[config.mk]
export PLATFORM = sky130hd
export DESIGN_NAME = dmem_responder
export DESIGN_NICKNAME = d
export VERILOG_FILES = /design/src/rtl/dmem_responder.sv
export SDC_FILE = /design/constraint.sdc
export NUM_CORES = 2
export LEC_CHECK = 0
export CAP_MARGIN = 25
export CORE_MARGIN = 2
export CORE_UTILIZATION = 45
export DETAILED_ROUTE_END_ITERATION = 8
export DONT_BUFFER_PORTS = 1
export GPL_ROUTABILITY_DRIVEN = 0
export SYNTH_ARGS = -nofsm -noshare
export SYNTH_HDL_FRONTEND = slang
export SYNTH_SLANG_ARGS = --single-unit
[constraint.sdc]
create_clock -name clk -period 5.4 [get_ports clk]
set_clock_uncertainty 0.15 [all_clocks]
set_input_delay 0.54 -clock clk [delete_from_list [all_inputs] [get_ports clk]]
set_output_delay 0.54 -clock clk [all_outputs]
set_load 0.02 [all_outputs]
[src/rtl/dmem_responder.sv]
// Wait-stated single-port data memory slave: one request in flight,
// IDLE -> BUSY (WAIT cycles) -> RESP handshake with out-of-range error flag.
module dmem_responder #(
  parameter int NMEM = 128,
  parameter int WAIT = 2
) (
  input  logic        clk,
  input  logic        rst,
  input  logic        req_valid,
  input  logic        req_wr,
  input  logic [6:0]  req_addr,
  input  logic [31:0] req_wdata,
  output logic        req_ready,
  output logic        rsp_valid,
  input  logic        rsp_ready,
  output logic [31:0] rsp_rdata,
  output logic        rsp_err,
  output logic        busy
);

  localparam int AW = (NMEM > 1) ? $clog2(NMEM) : 1;
  localparam int DEPTH = 1 << AW;
  localparam logic [3:0] WAIT_CNT = 4'(WAIT);

  typedef enum logic [1:0] {
    IDLE = 2'd0,
    BUSY = 2'd1,
    RESP = 2'd2
  } state_t;

  state_t      state_r;
  state_t      state_n_s;
  logic [3:0]  cnt_r;
  logic [3:0]  cnt_n_s;
  logic        wr_r;
  logic [6:0]  addr_r;
  logic [31:0] wdata_r;
  logic [31:0] rdata_r;
  logic        err_r;
  logic        accept_s;
  logic        access_s;
  logic        acc_wr_s;
  logic [6:0]  acc_addr_s;
  logic [31:0] acc_wdata_s;
  logic        acc_ok_s;
  logic        mem_we_s;

  // Contents survive rst; only power-up clears them.
  logic [31:0] mem_r [DEPTH] = '{default: 32'h0000_0000};

  function automatic logic addr_in_range(input logic [6:0] a);
    return ({25'd0, a} < 32'(NMEM));
  endfunction

  // Next-state, wait counter and access strobe.
  always_comb begin
    state_n_s = state_r;
    cnt_n_s   = cnt_r;
    accept_s  = 1'b0;
    access_s  = 1'b0;
    case (state_r)
      IDLE: begin
        if (req_valid) begin
          accept_s = 1'b1;
          if (WAIT == 0) begin
            access_s  = 1'b1;
            state_n_s = RESP;
          end else begin
            cnt_n_s   = WAIT_CNT;
            state_n_s = BUSY;
          end
        end else begin
          state_n_s = IDLE;
        end
      end
      BUSY: begin
        if (cnt_r <= 4'd1) begin
          access_s  = 1'b1;
          cnt_n_s   = 4'd0;
          state_n_s = RESP;
        end else begin
          cnt_n_s   = cnt_r - 4'd1;
          state_n_s = BUSY;
        end
      end
      RESP: begin
        if (rsp_ready) begin
          state_n_s = IDLE;
        end else begin
          state_n_s = RESP;
        end
      end
      default: begin
        state_n_s = IDLE;
        cnt_n_s   = 4'd0;
      end
    endcase
  end

  // A zero-wait access happens on the accept edge, so it must use the live inputs.
  always_comb begin
    if (state_r == IDLE) begin
      acc_wr_s    = req_wr;
      acc_addr_s  = req_addr;
      acc_wdata_s = req_wdata;
    end else begin
      acc_wr_s    = wr_r;
      acc_addr_s  = addr_r;
      acc_wdata_s = wdata_r;
    end
    acc_ok_s = addr_in_range(acc_addr_s);
    mem_we_s = access_s & acc_wr_s & acc_ok_s & ~rst;
  end

  // FSM state, latched request and registered response.
  always_ff @(posedge clk or posedge rst) begin
    if (rst) begin
      state_r <= IDLE;
      cnt_r   <= 4'd0;
      wr_r    <= 1'b0;
      addr_r  <= 7'd0;
      wdata_r <= 32'h0000_0000;
      rdata_r <= 32'h0000_0000;
      err_r   <= 1'b0;
    end else begin
      state_r <= state_n_s;
      cnt_r   <= cnt_n_s;
      if (accept_s) begin
        wr_r    <= req_wr;
        addr_r  <= req_addr;
        wdata_r <= req_wdata;
      end
      if (access_s) begin
        rdata_r <= (!acc_wr_s && acc_ok_s) ? mem_r[acc_addr_s[AW-1:0]] : 32'h0000_0000;
        err_r   <= ~acc_ok_s;
      end
    end
  end

  // Storage array write port.
  always_ff @(posedge clk) begin
    if (mem_we_s) begin
      mem_r[acc_addr_s[AW-1:0]] <= acc_wdata_s;
    end
  end

  assign req_ready = (state_r == IDLE) & ~rst;
  assign rsp_valid = (state_r == RESP);
  assign busy      = (state_r != IDLE);
  assign rsp_rdata = rdata_r;
  assign rsp_err   = err_r;

endmodule

==> results.cfg <==
[outcome]
status = complete, no violations

[worst_hold_path]
hold_path.startpoint = req_wdata[25]
hold_end = mem_r[121][25]$_DFFE_PP_
worst_hold_path_cells = 3
min-delay-path-class = in -> reg

[pwr]
power_per_cell_area_nw_per_um2 = 612
comb_power_share_pct = 35.7
power.share.sequential_pct = 39.0
share_clk_of_total_power_pct = 25.3
total_leakage_power_nw = 58.8
report.power.total_mw = 111
power.net_switching_mw = 43.6
swShare_pct = 39.2
p_int_mw = 67.5
vdd_ir_drop_max_mv = 0.757

[route]
via_count = 103000
wl_final_um = 562000
routed_wire_length_per_instance_um = 36.0
detail_route.first_pass.iterations = 8
viasPerCell = 6.58
detail_route.iter0.violations = 18300
drtAntennaViolNets = 0
drc_errors = 0

[die]
row_count = 217
die_area_um2 = 355000
initial_utilization_pct = 45.1
core_area_um2 = 349000
boundary_pins = 80
die_width_um = 595
fp.dieH_um = 595

[synth]
count_of_flip_flops_with_a_built_in_enable_after_synthesis = 4096
main_combinational_cell_family_by_area_after_synthesis = compound AO/OA/AOI/OAI gates
synth_compound_area_share_pct = 10.2
ys_async_sr_fraction_pct = 1.87
synth.distinct_cells = 72
synth_cells = 10200
yosys_warnings = 0
synth_xor_area_share_pct = 0.00556
synth_adder_area_share_pct = 0.0159
netlist_area_um2 = 157000
synthMuxAreaShare_pct = 1.18
yosysTopAreaCell = edfxtp_1
synthesis.nets = 10300
synth_simple_gate_area_share_pct = 6.88
synth_top_area_share_pct = 78.1
postSynthRegisterBits = 4174
synth.avg_cell_area_um2 = 15.4
leading_cell_types_by_total_area_after_synthesis = edfxtp_1, o22ai_1, nand2_1
synth-seq-area-share_pct = 79.4
ys.flop_type = edfxtp_1

[placed_design]
detailedPlacementHpwl_um = 327000
io_buffers = 0
dpl-instance-area_um2 = 168000

[setup_path]
r2r-end = rsp_rdata[2]$_DFFE_PP0P_
rr_startpoint = state_r[0]$_DFF_PP0_
worst-setup-path-type = reg -> reg
worstPathMaxFanout = 43
r2r_cells = 11
cpMostUsedCell = buf_4
critPathArrivalTime_ns = 6.15
critPathTopFamily = compound AO/OA/AOI/OAI gates
critical_path_cell_sequence = buf_4 -> o21ai_1 -> and2_4 -> buf_12 -> buf_4 -> nand2_1 -> a32oi_1 -> a31oi_1 -> o41ai_1 -> nand3_1 -> o31ai_1
cpPeakStageDelay_ns = 1.04
critical_path.n_buffers_inverters = 3
r2r_setup_slack_ns = 0.01
worst_setup_path_end_kind = flop
worst_ep_required_time_ns = 6.17
cp-start-kind = flop
slowest_stage = o41ai_1

[grt]
grt_antenna_before_repair = 47
grt_first_pass_wirelength_um = 772000
grt_pass1_vias = 97200
gr-total-overflow = 0
globalRouteTotalUtil_pct = 31.0
grt_start_max_net_pins = 129

[sta]
number_of_failing_setup_endpoints_in_the_final_timing_report = 0
hold_viol = 0
rsz0062_at_grt = no
period_needed_ns = 5.39
setup-tns-final_ns = 0
relSlewSlack_pct = 13.3
period_share_pct = 99.7
final-max-slew-violation-count = 0
worst-slew-pin-transition_ns = 1.29
clock.fmax_ghz = 0.186

[final_layout]
syn2layout_area_growth_pct = 15.3
fin_area_um2 = 182000
drive_gt1_share_pct = 13.5
final_net_count = 10700
layout.cells.most_common_list = edfxtp_1, nand2_1, o22ai_1
finish.utilization_pct = 52.0
layout_commonest_cell = edfxtp_1

[clock_tree]
cts_clk_pin_slew_worst_paths_ns = 0.06
cts.sink_count = 4174
clock_latency_ns = 1.02
clock_tree.htree_level_count = 5
ctsLongestPathBuffers = 4
cts_made_buffers = 416
clockRootBuffer = clkbuf_16
tritoncts = yes

[job]
maxCapViolCount = 0
-- worst min-delay path: cells and delay by family --
| family | cells | cell delay (ns) |
|---|---|---|
| buffers and inverters | 1 | 0.23 |
| AND/OR/NAND/NOR | 2 | 0.14 |
-- worst max-delay path by stage --
stage                                     from                        to  slack [ns]  cells after the start
after floorplan           state_r[1]$_DFF_PP0_     mem_r[0][0]$_DFFE_PP_        1.07                     11
after global placement    state_r[0]$_DFF_PP0_  rsp_rdata[5]$_DFFE_PP0P_        0.09                     11
after detailed placement  state_r[0]$_DFF_PP0_  rsp_rdata[2]$_DFFE_PP0P_        0.18                     11
after CTS                 state_r[0]$_DFF_PP0_  rsp_rdata[2]$_DFFE_PP0P_        0.15                     11
after global routing      state_r[0]$_DFF_PP0_  rsp_rdata[2]$_DFFE_PP0P_        0.05                     11
final                     state_r[0]$_DFF_PP0_  rsp_rdata[2]$_DFFE_PP0P_        0.01                     11
-- through the flow --
step / hold WS, ns / std cells / worst slack [ns]
after floorplan: 0.331 / 10200 / 1.07
after global placement: 0.340 / 14800 / 0.0874
after detailed placement: 0.345 / 14800 / 0.175
after CTS: 0.00762 / 15600 / 0.154
after global routing: 0.0423 / 15600 / 0.0544
final: 0.0140 / 15600 / 0.0147
-- routing by layer --
metal | wire (µm) | share of wire, % | GRT usage, %
met5 | 147 | 0.026 | 0
met1 | 203000 | 36 | 41.5
met4 | 35500 | 6.3 | 16.5
met2 | 247000 | 44 | 46.3
met3 | 76700 | 14 | 8.43
-- final cells by class --
class	instances	area [µm²]
clock inverters	224	2040
repair buffers	680	6850
multi-input cells	5226	30300
clock buffers	530	11000
flip-flops and latches	4174	125000
inverters	144	543
well taps	4599	5750
fillers	27900	167000
diodes	35	87.6
-- flip-flops by register name, indices dropped and copies added (netlist names) --
register and count:
addr_r 7, cnt_r 4, mem_r 4096, rsp_rdata 32
state_r 2, wdata_r 32, wr_r 1
-- synth_stat cells, types with 17 or more instances --
cell type and instances:
a211oi_1 17, a21oi_1 522, a31oi_1 257, a32o_1 26
a32oi_1 193, buf_1 79, buf_2 312, buf_4 52
clkbuf_1 215, dfrtp_1 78, edfxtp_1 4096, inv_1 143
mux2_2 42, mux2i_1 139, nand2_1 1212, nand2b_1 19
nand3_1 261, nor2_1 720, nor3_1 77, nor4_1 165
o21ai_0 123, o221ai_1 36, o22ai_1 1067, o31ai_1 66
o41ai_1 63, or4_1 57
-- cell families (layout without fill, tap and decap cells) --
group | Yosys count | after routing
compound gates | 2485 | 2485
xor+xnor | 1 | 1
flops | 4174 | 4174
fa+ha+maj | 2 | 2
simple gates | 2556 | 2556
other cells | 1 | 36
mux | 181 | 181
buf+inv | 810 | 1578
-- power groups by stage --
stage / clock network (mW) / logic, mW / registers [mW]
4_1_cts: 28.2 / 38.2 / 43.3
5_1_grt: 29.5 / 40.5 / 43.3
6_report: 28.1 / 39.7 / 43.3
3_5_place_dp: 0 / 38.1 / 43.9
3_3_place_gp: 0 / 37.4 / 43.9
2_1_floorplan: 0 / 17.7 / 44.4
-- repair_timing --
| action | 4_1_cts | 5_1_grt |
|---|---|---|
| endpoints found under the hold margin | 96 | 6 |
| buffers inserted | 0 | 0 |
| hold buffers | 45 | 1 |
| gates resized for setup | 0 | 0 |
No activity file was read; power rests on OpenSTA's default activity.
